### src/rtl/tlb_cmd_unit_pkg.sv
// Shared types for the TLB command unit: command opcodes, TLB entry layout,
// response bundle, ELO bit offsets and INVTLB predicate decoding.
package tlb_cmd_unit_pkg;

    typedef enum logic [2:0] {
        TLB_SRCH = 3'd0,
        TLB_RD   = 3'd1,
        TLB_WR   = 3'd2,
        TLB_FILL = 3'd3,
        TLB_INV  = 3'd4
    } TlbOp;

    localparam logic [2:0] CLEAR_ALL0              = 3'd0;
    localparam logic [2:0] CLEAR_ALL1              = 3'd1;
    localparam logic [2:0] CLEAR_G1                = 3'd2;
    localparam logic [2:0] CLEAR_G0                = 3'd3;
    localparam logic [2:0] CLEAR_G0_ASID           = 3'd4;
    localparam logic [2:0] CLEAR_G0_ASID_VA        = 3'd5;
    localparam logic [2:0] CLEAR_G1_OR_ASID_AND_VA = 3'd6;

    // Bit offsets of the fields inside TLBELO0/TLBELO1
    localparam int ELO_V      = 0;
    localparam int ELO_D      = 1;
    localparam int ELO_PLV_LO = 2;
    localparam int ELO_MAT_LO = 4;
    localparam int ELO_G      = 6;
    localparam int ELO_PPN_LO = 8;

    // Page size code for which only VPPN[18:9] takes part in the compare
    localparam logic [5:0] PS_4M = 6'd21;

    typedef struct packed {
        logic [19:0] ppn;
        logic [1:0]  plv;
        logic [1:0]  mat;
        logic        d;
        logic        v;
    } PhytranItem;

    typedef struct packed {
        logic        e;
        logic [9:0]  asid;
        logic        g;
        logic [5:0]  ps;
        logic [18:0] vppn;
    } CompareItem;

    typedef struct packed {
        CompareItem cmp;
        PhytranItem p0;
        PhytranItem p1;
    } TlbItem;

    typedef struct packed {
        logic        ne;
        logic [7:0]  idx;
        logic [5:0]  ps;
        logic [31:0] ehi;
        logic [31:0] elo0;
        logic [31:0] elo1;
        logic [9:0]  asid;
    } TlbRsp;

    // Global-bit qualifier applied by the per-entry comparator
    typedef enum logic [2:0] {
        GSEL_ANY         = 3'd0,
        GSEL_G1          = 3'd1,
        GSEL_G0          = 3'd2,
        GSEL_G0_ASID     = 3'd3,
        GSEL_G1_OR_ASID  = 3'd4,
        GSEL_NONE        = 3'd5
    } GSel;

    // Rebuild the CSR image of one physical half of an entry
    function automatic logic [31:0] phy_to_elo(input PhytranItem p, input logic g);
        logic [31:0] w_elo;
        w_elo                           = 32'h0000_0000;
        w_elo[ELO_V]                    = p.v;
        w_elo[ELO_D]                    = p.d;
        w_elo[ELO_PLV_LO +: 2]          = p.plv;
        w_elo[ELO_MAT_LO +: 2]          = p.mat;
        w_elo[ELO_G]                    = g;
        w_elo[ELO_PPN_LO +: 20]         = p.ppn;
        return w_elo;
    endfunction

    // Global-bit qualifier for each INVTLB op
    function automatic GSel inv_gsel(input logic [2:0] op);
        GSel w_sel;
        case (op)
            CLEAR_ALL0, CLEAR_ALL1:      w_sel = GSEL_ANY;
            CLEAR_G1:                    w_sel = GSEL_G1;
            CLEAR_G0:                    w_sel = GSEL_G0;
            CLEAR_G0_ASID,
            CLEAR_G0_ASID_VA:            w_sel = GSEL_G0_ASID;
            CLEAR_G1_OR_ASID_AND_VA:     w_sel = GSEL_G1_OR_ASID;
            default:                     w_sel = GSEL_NONE;
        endcase
        return w_sel;
    endfunction

    // INVTLB ops that additionally require a VA match
    function automatic logic inv_chk_va(input logic [2:0] op);
        logic w_chk;
        case (op)
            CLEAR_G0_ASID_VA,
            CLEAR_G1_OR_ASID_AND_VA:     w_chk = 1'b1;
            default:                     w_chk = 1'b0;
        endcase
        return w_chk;
    endfunction

endpackage

### src/rtl/tlb_cmd_unit_entry_match.sv
// Combinational compare of one TLB entry against an ASID/VPPN key with a
// selectable global-bit qualifier; VA compare honours the entry's page size.
module tlb_entry_match
    import tlb_cmd_unit_pkg::*;
(
    input  CompareItem  i_cmp,
    input  logic [9:0]  i_asid,
    input  logic [18:0] i_vppn,
    input  GSel         i_gsel,
    input  logic        i_chk_va,
    output logic        o_hit
);

    logic w_asid_eq;
    logic w_va_eq;
    logic w_g_ok;

    // Evaluate ASID/VA equality and the global-bit qualifier for this entry
    always_comb begin
        w_asid_eq = (i_cmp.asid == i_asid);
        if (i_cmp.ps == PS_4M) begin
            w_va_eq = (i_cmp.vppn[18:9] == i_vppn[18:9]);
        end else begin
            w_va_eq = (i_cmp.vppn == i_vppn);
        end
        case (i_gsel)
            GSEL_ANY:        w_g_ok = 1'b1;
            GSEL_G1:         w_g_ok = i_cmp.g;
            GSEL_G0:         w_g_ok = ~i_cmp.g;
            GSEL_G0_ASID:    w_g_ok = ~i_cmp.g & w_asid_eq;
            GSEL_G1_OR_ASID: w_g_ok = i_cmp.g | w_asid_eq;
            default:         w_g_ok = 1'b0;
        endcase
        o_hit = i_cmp.e & w_g_ok & (~i_chk_va | w_va_eq);
    end

endmodule

### src/rtl/tlb_cmd_unit.sv
// TLB command responder: owns the entry array and executes SRCH/RD/WR/FILL
// in a single EXEC cycle and INVTLB as a one-entry-per-cycle sweep.
module tlb_cmd_unit
    import tlb_cmd_unit_pkg::*;
#(
    parameter int TLBNUM     = 16,
    parameter int TLBNUMSIZE = $clog2(TLBNUM)
) (
    input  logic                  aclk,
    input  logic                  aresetn,
    input  logic                  cmd_valid,
    output logic                  cmd_ready,
    input  logic [2:0]            cmd_op,
    input  logic [2:0]            inv_op,
    input  logic [9:0]            inv_asid,
    input  logic [18:0]           inv_va,
    input  logic [31:0]           csr_tlbidx,
    input  logic [31:0]           csr_tlbehi,
    input  logic [31:0]           csr_tlbelo0,
    input  logic [31:0]           csr_tlbelo1,
    input  logic [9:0]            csr_asid,
    output logic                  rsp_valid,
    output logic                  rsp_ne,
    output logic [TLBNUMSIZE-1:0] rsp_idx,
    output logic [5:0]            rsp_ps,
    output logic [31:0]           rsp_ehi,
    output logic [31:0]           rsp_elo0,
    output logic [31:0]           rsp_elo1,
    output logic [9:0]            rsp_asid
);

    typedef enum logic [1:0] {
        ST_IDLE  = 2'd0,
        ST_EXEC  = 2'd1,
        ST_SWEEP = 2'd2
    } state_e;

    state_e                r_state;
    logic                  r_cmd_ready;
    logic                  r_rsp_valid;
    TlbRsp                 r_rsp;
    TlbOp                  r_op;
    logic [TLBNUMSIZE-1:0] r_idx;
    logic                  r_e_n;
    logic [5:0]            r_ps;
    logic [18:0]           r_vppn;
    logic [31:0]           r_elo0;
    logic [31:0]           r_elo1;
    logic [9:0]            r_asid;
    logic [2:0]            r_inv_op;
    logic [9:0]            r_inv_asid;
    logic [18:0]           r_inv_va;
    logic [TLBNUMSIZE-1:0] r_sweep_idx;
    logic [TLBNUMSIZE-1:0] r_fill_cnt;
    TlbItem                r_tlb [TLBNUM];

    logic [TLBNUM-1:0]     w_srch_hit;
    logic                  w_srch_found;
    logic [TLBNUMSIZE-1:0] w_srch_idx;
    logic                  w_sweep_hit;
    logic                  w_sweep_last;
    logic                  w_accept;
    TlbItem                w_rd_item;
    TlbItem                w_new_item;
    TlbRsp                 w_exec_rsp;

    assign w_accept     = cmd_valid & r_cmd_ready & (r_state == ST_IDLE);
    assign w_sweep_last = (r_sweep_idx == TLBNUMSIZE'(TLBNUM - 1));
    assign w_rd_item    = r_tlb[r_idx];

    // CSR bits that carry no meaning for this unit
    logic w_unused_bits;
    assign w_unused_bits = ^{csr_tlbidx[30], csr_tlbidx[23:TLBNUMSIZE], csr_tlbehi[12:0],
                             r_elo0[31:28], r_elo0[7], r_elo1[31:28], r_elo1[7], r_rsp.idx};

    // Per-entry search comparators, all sharing the latched key
    for (genvar gi = 0; gi < TLBNUM; gi++) begin : g_srch
        tlb_entry_match u_srch_match (
            .i_cmp    (r_tlb[gi].cmp),
            .i_asid   (r_asid),
            .i_vppn   (r_vppn),
            .i_gsel   (GSEL_G1_OR_ASID),
            .i_chk_va (1'b1),
            .o_hit    (w_srch_hit[gi])
        );
    end

    // Single comparator walked over the array during an INVTLB sweep
    tlb_entry_match u_sweep_match (
        .i_cmp    (r_tlb[r_sweep_idx].cmp),
        .i_asid   (r_inv_asid),
        .i_vppn   (r_inv_va),
        .i_gsel   (inv_gsel(r_inv_op)),
        .i_chk_va (inv_chk_va(r_inv_op)),
        .o_hit    (w_sweep_hit)
    );

    // Lowest-index priority encode of the search hits
    always_comb begin
        w_srch_found = 1'b0;
        w_srch_idx   = '0;
        for (int i = TLBNUM - 1; i >= 0; i--) begin
            if (w_srch_hit[i]) begin
                w_srch_found = 1'b1;
                w_srch_idx   = TLBNUMSIZE'(i);
            end else begin
                w_srch_found = w_srch_found;
            end
        end
    end

    // Assemble the entry image written by WR/FILL from the latched CSRs
    always_comb begin
        w_new_item          = '0;
        w_new_item.cmp.e    = ~r_e_n;
        w_new_item.cmp.asid = r_asid;
        w_new_item.cmp.g    = r_elo0[ELO_G] & r_elo1[ELO_G];
        w_new_item.cmp.ps   = r_ps;
        w_new_item.cmp.vppn = r_vppn;
        w_new_item.p0.v     = r_elo0[ELO_V];
        w_new_item.p0.d     = r_elo0[ELO_D];
        w_new_item.p0.plv   = r_elo0[ELO_PLV_LO +: 2];
        w_new_item.p0.mat   = r_elo0[ELO_MAT_LO +: 2];
        w_new_item.p0.ppn   = r_elo0[ELO_PPN_LO +: 20];
        w_new_item.p1.v     = r_elo1[ELO_V];
        w_new_item.p1.d     = r_elo1[ELO_D];
        w_new_item.p1.plv   = r_elo1[ELO_PLV_LO +: 2];
        w_new_item.p1.mat   = r_elo1[ELO_MAT_LO +: 2];
        w_new_item.p1.ppn   = r_elo1[ELO_PPN_LO +: 20];
    end

    // Response payload for the single-cycle ops
    always_comb begin
        w_exec_rsp = '0;
        case (r_op)
            TLB_SRCH: begin
                w_exec_rsp.ne  = ~w_srch_found;
                w_exec_rsp.idx = 8'(w_srch_idx);
            end
            TLB_RD: begin
                if (w_rd_item.cmp.e) begin
                    w_exec_rsp.ne   = 1'b0;
                    w_exec_rsp.ps   = w_rd_item.cmp.ps;
                    w_exec_rsp.ehi  = {w_rd_item.cmp.vppn, 13'h0000};
                    w_exec_rsp.elo0 = phy_to_elo(w_rd_item.p0, w_rd_item.cmp.g);
                    w_exec_rsp.elo1 = phy_to_elo(w_rd_item.p1, w_rd_item.cmp.g);
                    w_exec_rsp.asid = w_rd_item.cmp.asid;
                end else begin
                    w_exec_rsp.ne = 1'b1;
                end
            end
            default: begin
                w_exec_rsp.ne = 1'b0;
            end
        endcase
    end

    // Free-running replacement pointer used by FILL
    always_ff @(posedge aclk) begin
        if (!aresetn) begin
            r_fill_cnt <= '0;
        end else begin
            r_fill_cnt <= r_fill_cnt + TLBNUMSIZE'(1);
        end
    end

    // Entry array: WR/FILL writes in EXEC, sweep clears E of matching entries
    always_ff @(posedge aclk) begin
        if (!aresetn) begin
            for (int i = 0; i < TLBNUM; i++) begin
                r_tlb[i] <= '0;
            end
        end else if (r_state == ST_EXEC && (r_op == TLB_WR || r_op == TLB_FILL)) begin
            r_tlb[r_idx] <= w_new_item;
        end else if (r_state == ST_SWEEP && w_sweep_hit) begin
            r_tlb[r_sweep_idx].cmp.e <= 1'b0;
        end
    end

    // Control FSM: accept/latch command, run EXEC or SWEEP, register response
    always_ff @(posedge aclk) begin
        if (!aresetn) begin
            r_state     <= ST_IDLE;
            r_cmd_ready <= 1'b0;
            r_rsp_valid <= 1'b0;
            r_rsp       <= '0;
            r_op        <= TLB_SRCH;
            r_idx       <= '0;
            r_e_n       <= 1'b0;
            r_ps        <= 6'd0;
            r_vppn      <= 19'd0;
            r_elo0      <= 32'h0000_0000;
            r_elo1      <= 32'h0000_0000;
            r_asid      <= 10'd0;
            r_inv_op    <= 3'd0;
            r_inv_asid  <= 10'd0;
            r_inv_va    <= 19'd0;
            r_sweep_idx <= '0;
        end else begin
            r_rsp_valid <= 1'b0;
            case (r_state)
                ST_IDLE: begin
                    if (w_accept) begin
                        r_op        <= TlbOp'(cmd_op);
                        r_idx       <= (TlbOp'(cmd_op) == TLB_FILL) ? r_fill_cnt
                                                                    : csr_tlbidx[TLBNUMSIZE-1:0];
                        r_e_n       <= csr_tlbidx[31];
                        r_ps        <= csr_tlbidx[29:24];
                        r_vppn      <= csr_tlbehi[31:13];
                        r_elo0      <= csr_tlbelo0;
                        r_elo1      <= csr_tlbelo1;
                        r_asid      <= csr_asid;
                        r_inv_op    <= inv_op;
                        r_inv_asid  <= inv_asid;
                        r_inv_va    <= inv_va;
                        r_sweep_idx <= '0;
                        r_cmd_ready <= 1'b0;
                        r_state     <= (TlbOp'(cmd_op) == TLB_INV) ? ST_SWEEP : ST_EXEC;
                    end else begin
                        r_cmd_ready <= 1'b1;
                    end
                end
                ST_EXEC: begin
                    r_rsp       <= w_exec_rsp;
                    r_rsp_valid <= 1'b1;
                    r_cmd_ready <= 1'b1;
                    r_state     <= ST_IDLE;
                end
                ST_SWEEP: begin
                    if (w_sweep_last) begin
                        r_rsp       <= '0;
                        r_rsp_valid <= 1'b1;
                        r_cmd_ready <= 1'b1;
                        r_state     <= ST_IDLE;
                    end else begin
                        r_sweep_idx <= r_sweep_idx + TLBNUMSIZE'(1);
                    end
                end
                default: begin
                    r_cmd_ready <= 1'b0;
                    r_state     <= ST_IDLE;
                end
            endcase
        end
    end

    assign cmd_ready = r_cmd_ready;
    assign rsp_valid = r_rsp_valid;
    assign rsp_ne    = r_rsp.ne;
    assign rsp_idx   = r_rsp.idx[TLBNUMSIZE-1:0];
    assign rsp_ps    = r_rsp.ps;
    assign rsp_ehi   = r_rsp.ehi;
    assign rsp_elo0  = r_rsp.elo0;
    assign rsp_elo1  = r_rsp.elo1;
    assign rsp_asid  = r_rsp.asid;

endmodule

### config.mk
export PLATFORM = sky130hd
export DESIGN_NAME = tlb_cmd_unit
export DESIGN_NICKNAME = d
export VERILOG_FILES = /design/src/rtl/tlb_cmd_unit_pkg.sv /design/src/rtl/tlb_cmd_unit_entry_match.sv /design/src/rtl/tlb_cmd_unit.sv
export SDC_FILE = /design/constraint.sdc
export NUM_CORES = 2
export LEC_CHECK = 0
export ABC_CLOCK_PERIOD_IN_PS = 6900
export BUFFER_PORTS_ARGS = -buffer_cell sky130_fd_sc_hd__buf_2
export CORE_UTILIZATION = 30
export CTS_CLUSTER_SIZE = 8
export DETAILED_ROUTE_END_ITERATION = 10
export SLEW_MARGIN = 20
export SYNTH_ARGS = -nofsm -noshare
export SYNTH_HDL_FRONTEND = slang
export SYNTH_HIERARCHICAL = 1
export SYNTH_SLANG_ARGS = --single-unit
### constraint.sdc
create_clock -name aclk -period 6.9 [get_ports aclk]
set_input_delay 0 -clock aclk [delete_from_list [all_inputs] [get_ports aclk]]
set_output_delay 0 -clock aclk [all_outputs]
set_load 0.01 [all_outputs]
Yosys cells after proc, flatten, opt, wreduce, memory -nomap -nowiden
Memory sizes are Yosys's and may differ from the RTL's. A register that Yosys moved wholly into a read port is not among the register bits.
Index checks and enable logic that the tools add are counted.
W data, S select, Z words.

operators by class
  add/sub/neg operators = 2
  equality and inequality tests = 89
  mux-type cells = 90
  bitwise logic cells = 60
  reduce and logical (&&, ||, !) cells = 18

operators by type and width
  cell                   number
  $eq A10 B10 Y1         34
  $eq A19 B19 Y1         17
  $pmux W121 S2          1
  $mux W112              2
  $mux W89               2
  $reduce_or A89 Y1      2
  $mux W121              1
  $mux W4                26
  $eq A6 B5 Y1 const B   17
  $mux W1                47
  $and A1 B1 Y1          38
  $eq A3 B2 Y1 const B   7
  $or A1 B1 Y1           18
  $eq A3 B3 Y1 const B   5
  $pmux W3 S5            1
  $eq A3 B1 Y1 const B   3
  $logic_not A3 Y1       3
  $add A4 B1 Y4 const B  2
  $mux W2                4
  $pmux W4 S2            1
  $ne A2 B2 Y1 const B   3
  $reduce_and A2 Y1      3
  $reduce_or A2 Y1       3
  $pmux W1 S5            1
  other kinds (12)       18

storage, ports and cells
  register bits after elaboration = 260
  memory bits (writable) = 1424
  output and inout bits = 119
  word-level logic and storage cells = 283
  memories = 1

memory list
  memory  depth  bits a word  rd ports  clocked after Yosys merged registers in  wr ports  RTL line            RTL
  r_tlb   16     89           18        2                                        16        tlb_cmd_unit.sv:55  TlbItem r_tlb [TLBNUM];

Longest topological paths before layout
An unclocked memory read counts as a cell.

  depth after elaboration = 24
  mapped depth = 19
  mapped depth without buffers = 13

By module
The synthesis kept the hierarchy.

modules (own cells, without submodules)
  module           times used  cells an instance  area an instance (um^2)  sequential area each (um^2)
  tlb_cmd_unit     1           5257               73400.4                  47605.7
  tlb_entry_match  17          49                 387.9                    0.0

Worst setup path after synthesis
No wires, ideal clock.

  path type = register to register
  start = reg with a tool-made name
  end = mem r_tlb[11][0] (netlist bit), enable pin
  setup time = 449 ps
  data arrival time = 5827 ps
  data required time = 6451 ps
  setup slack = 624 ps
  cell stages (with the launch flop) = 19
  buffers on the path = 6
  path through = dfxtp_1 -> clkbuf_1 -> buf_2 -> buf_2 -> mux4_2 -> mux4_2 -> xnor2_1 -> nand4_1 -> o31a_1 -> a31oi_1 -> and3_1 -> and2_1 -> nand3b_1 -> buf_4 -> o21ai_1 -> nand2_1 -> buf_2 -> buf_2 -> nand2_1

RTL lines
  element        RTL line
  end, declared  tlb_cmd_unit.sv:55

==> out/results.ini <==
[clocking]
numCtsBuffers = 227
cts_buffer_depth = 3
clkTransAtPathRegs_ns = 0.05
cts_sinks = 1666
htreeDepth = 4
root_buffer = clkbuf_16
clock_latency_ns = 0.92
cts_tree = done

[synth]
synth_area_per_cell_um2 = 13.1
ys_warn_count = 6
synth-xor-area-share = 0.0564
synth_edf_count = 1424
synth-compound-area-share = 0.0406
async_flop_share = 0
synthAdderAreaFrac = 0.000938
synth_top_family_by_area = multiplexers
synth_cell_types = 55
ys_ff_latch = 1666
ys_seq_area_frac = 0.595
synth-simple-area-share = 0.114
syn_area_um2 = 80000
syn_inst = 6090
muxShareOfSynthArea = 0.164
ys.flop_type = edfxtp_1

[floorplan]
core_area_um2 = 265000
die_h_um = 518
die_w_um = 518
io_pins = 295
rows = 189
die-area_um2 = 269000
start_util = 0.302

[placement]
dpl-instance-area_um2 = 86500
port_buffers = 227
place.gp.congestion = 0.874
dp.cells = 9692
dp_hpwl_mm = 164

[power_and_ir_drop]
p_leak_uw = 0.0320
powerDensity_nw_per_um2 = 257
ir_drop_uv = 257

[finish]
stdcell_area_um2 = 96300
areaGrowthSynthToFinish_pct = 20.4
drive_above_1_share = 0.183
fillers = 25300
nets = 6873
fin_cells = 10400

[grt]
grt.overflow.total = 0
grt_pass1_wl_mm = 390
grt_start_max_net_pins = 130
grt_usage = 0.198
grt_pass1_vias = 55200
antenna_found_initial = 6

[setup_path]
crit_buf_inv = 2
r2r_cells = 13
ff2ff_setup_slack_ns = 0.62
slowest_stage = o31ai_4
r2r-end = r_tlb[0][67]$_SDFFCE_PN0P_
max_stage_delay_ns = 0.65
critical_path_class = flip-flop to flip-flop
endpoint_kind = flip-flop
cp_data_required_time_ns = 7.40
crit_arrival_ns = 6.77
critPathTopFamily = simple AND/OR/NAND/NOR gates
path_max_fanout = 20
crit_path_cell_trace = buf_4 > mux4_2 > mux4_2 > nor4bb_1 > nand3b_1 > a31oi_1 > and3_1 > and2_1 > nand3b_1 > o31ai_4 > nand2_4 > nand2_4 > buf_12
cp-start-kind = flip-flop

[drt]
first_pass_iters = 9
via_per_inst = 5.29
wl_met1_mm = 107
dr_total_vias = 55100
dr_wl_met2_mm = 130
wl_met3_mm = 24.6
drc_errors = 36
drt_iter0_drc = 6108
postRouteAntennaNets = 0
maxUsedRoutingLayer = met5
wl_per_cell_um = 26.1
routed_wl_mm = 272

[min_path]
hold_depth = 4
worstHoldEndpoint = r_elo1[23]$_SDFFE_PN0P_
min_from = csr_tlbelo1[23]
hold_class = input pin to flip-flop

[timing]
finalCriticalPeriod_ns = 6.28
finalHoldViolCount = 0
worst_pin_slew_ns = 1.18
rsz0062_at_grt = false
drv_slew = 0
final.setup_skew_ns = 0.118
slew_headroom = 0.214
fin_crit_sh = 0.910
finalSetupViolations = 0
max_freq_ghz = 0.159
setup-tns-final_ns = 0

[flow_run]
cap_violations = 0

[run_status]
violations = design-rule violations
status = complete, but fails checks

-- layout by cell type, fill, tap and decap left out, drive strengths merged, types with 21 or more instances in the layout --
master | synthesis | routed
a21oi | 236 | 236
nand2 | 408 | 408
xnor2 | 257 | 257
a31oi | 21 | 21
mux2i | 96 | 96
dlygate4sd3 | 0 | 303
xor2 | 258 | 258
nor2 | 1536 | 1536
nand4 | 70 | 70
o21ai | 25 | 25
conb | 2 | 183
nor4 | 53 | 53
nor3 | 27 | 27
dfxtp | 242 | 242
a22oi | 89 | 89
buf | 249 | 394
nand3b | 21 | 21
clkbuf | 257 | 402
o22ai | 104 | 104
mux4 | 541 | 541
nand3 | 27 | 27
edfxtp | 1424 | 1424
-- worst min-delay path, cell delays in order --
cell and delay [ns]:
dlygate4sd3_1 0.52, buf_2 0.10, nand2_1 0.13, a21oi_1 0.15
-- registers in the layout (all words and copies together) (netlist names), 3 cells and up, named ones only --
signal       cells
rsp_ps           6
r_tlb         1424
r_sweep_idx      4
r_inv_asid      10
r_vppn          19
r_elo1          27
r_fill_cnt       4
r_elo0          27
r_ps             6
rsp_idx          4
rsp_asid        10
rsp_elo0        27
r_asid          10
rsp_elo1        26
rsp_ehi         19
r_inv_va        19
r_op             3
r_inv_op         3
r_idx            4
-- synth_stat cells, types with 8 or more instances --
cell type	count	area, µm²
or2b_2	17	149
buf_4	32	240
clkbuf_1	257	965
a21oi_1	236	1180
a31oi_1	21	131
o21ai_0	21	105
xnor2_1	257	2250
o311ai_0	18	158
dfxtp_1	242	4840
nand2_1	408	1530
buf_2	190	951
a22oi_1	89	668
nand3b_1	21	158
nand2b_1	8	50.1
buf_1	27	101
nor3_1	26	130
nand4_1	70	438
edfxtp_1	1424	42800
nor4bb_1	17	170
nand3_1	27	135
and3_1	18	113
xor2_1	258	2260
nor2_1	1536	5770
mux4_2	541	12200
o31a_1	18	158
nor4_1	53	332
inv_1	11	41.3
mux2i_1	96	961
o22ai_1	104	651
-- where the power goes --
part / leakage [µW] / switching (µW) / total [µW] / internal, µW
registers: 0.0167 / 282 / 11500 / 11200
logic: 0.0121 / 1560 / 2600 / 1040
clock network: 0.00316 / 4420 / 10600 / 6180
total: 0.0320 / 6260 / 24700 / 18500
-- layer usage --
layer / vias up / global-route usage
met4: 6 / 0.0753
met2: 2921 / 0.325
met5: - / 0
met3: 465 / 0.0391
li1: 23400 / -
met1: 28300 / 0.258
-- through the flow --
| stage | hold WS (ns) | util | total power (µW) | setup slack [ns] |
|---|---|---|---|---|
| CTS | 0.00517 | 0.363 | 24900 | 0.676 |
| floorplan | 0.136 | - | 13200 | 0.624 |
| global route | 0.0518 | 0.363 | 25500 | 0.493 |
| detailed placement | 0.248 | 0.326 | 14200 | 0.763 |
| global placement | 0.245 | 0.326 | 14100 | 0.742 |
| finish | 0.0521 | 0.363 | 24700 | 0.621 |
-- how the worst max path moves through the flow --
stage | endpoint | start | cells past startpoint | slack [ns]
after floorplan | r_tlb[11][0]$_SDFFCE_PN0P_ | flip-flop | 18 | 0.62
after global placement | r_tlb[0][59]$_SDFFCE_PN0P_ | flip-flop | 15 | 0.74
after detailed placement | r_tlb[0][58]$_SDFFCE_PN0P_ | flip-flop | 15 | 0.76
after CTS | r_tlb[0][67]$_SDFFCE_PN0P_ | flip-flop | 15 | 0.68
after global routing | r_tlb[0][67]$_SDFFCE_PN0P_ | flip-flop | 15 | 0.49
final | r_tlb[0][67]$_SDFFCE_PN0P_ | flip-flop | 13 | 0.62
-- area by class of cell --
| type | instances | area (µm²) | share of cell area |
|---|---|---|---|
| timing repair buffer | 697 | 6400 | 0.0664 |
| inverter | 11 | 48.8 | 0.000507 |
| sequential | 1666 | 47600 | 0.495 |
| clock buffer | 402 | 6350 | 0.0659 |
| multi-input combinational | 4088 | 31100 | 0.323 |
| clock inverter | 17 | 378 | 0.00392 |
| antenna | 1 | 2.50 | 0.0000260 |
| tap | 3533 | 4420 | 0.0459 |
-- cells by family after synthesis --
kind of cell	after synthesis
flip-flops	1666
AO/OA/AOI/OAI	530
AND/OR/NAND/NOR	2216
XOR/XNOR	515
multiplexers	638
other	2
buffers and inverters	517
adder cells (fa/ha/maj)	6
-- repair_timing --
action,in CTS,in global routing
endpoints found under the hold margin,162,0
buffers inserted,0,0
resized for setup,0,0
hold buffers,303,0
Note: power is estimated with default switching activity, not from simulation.
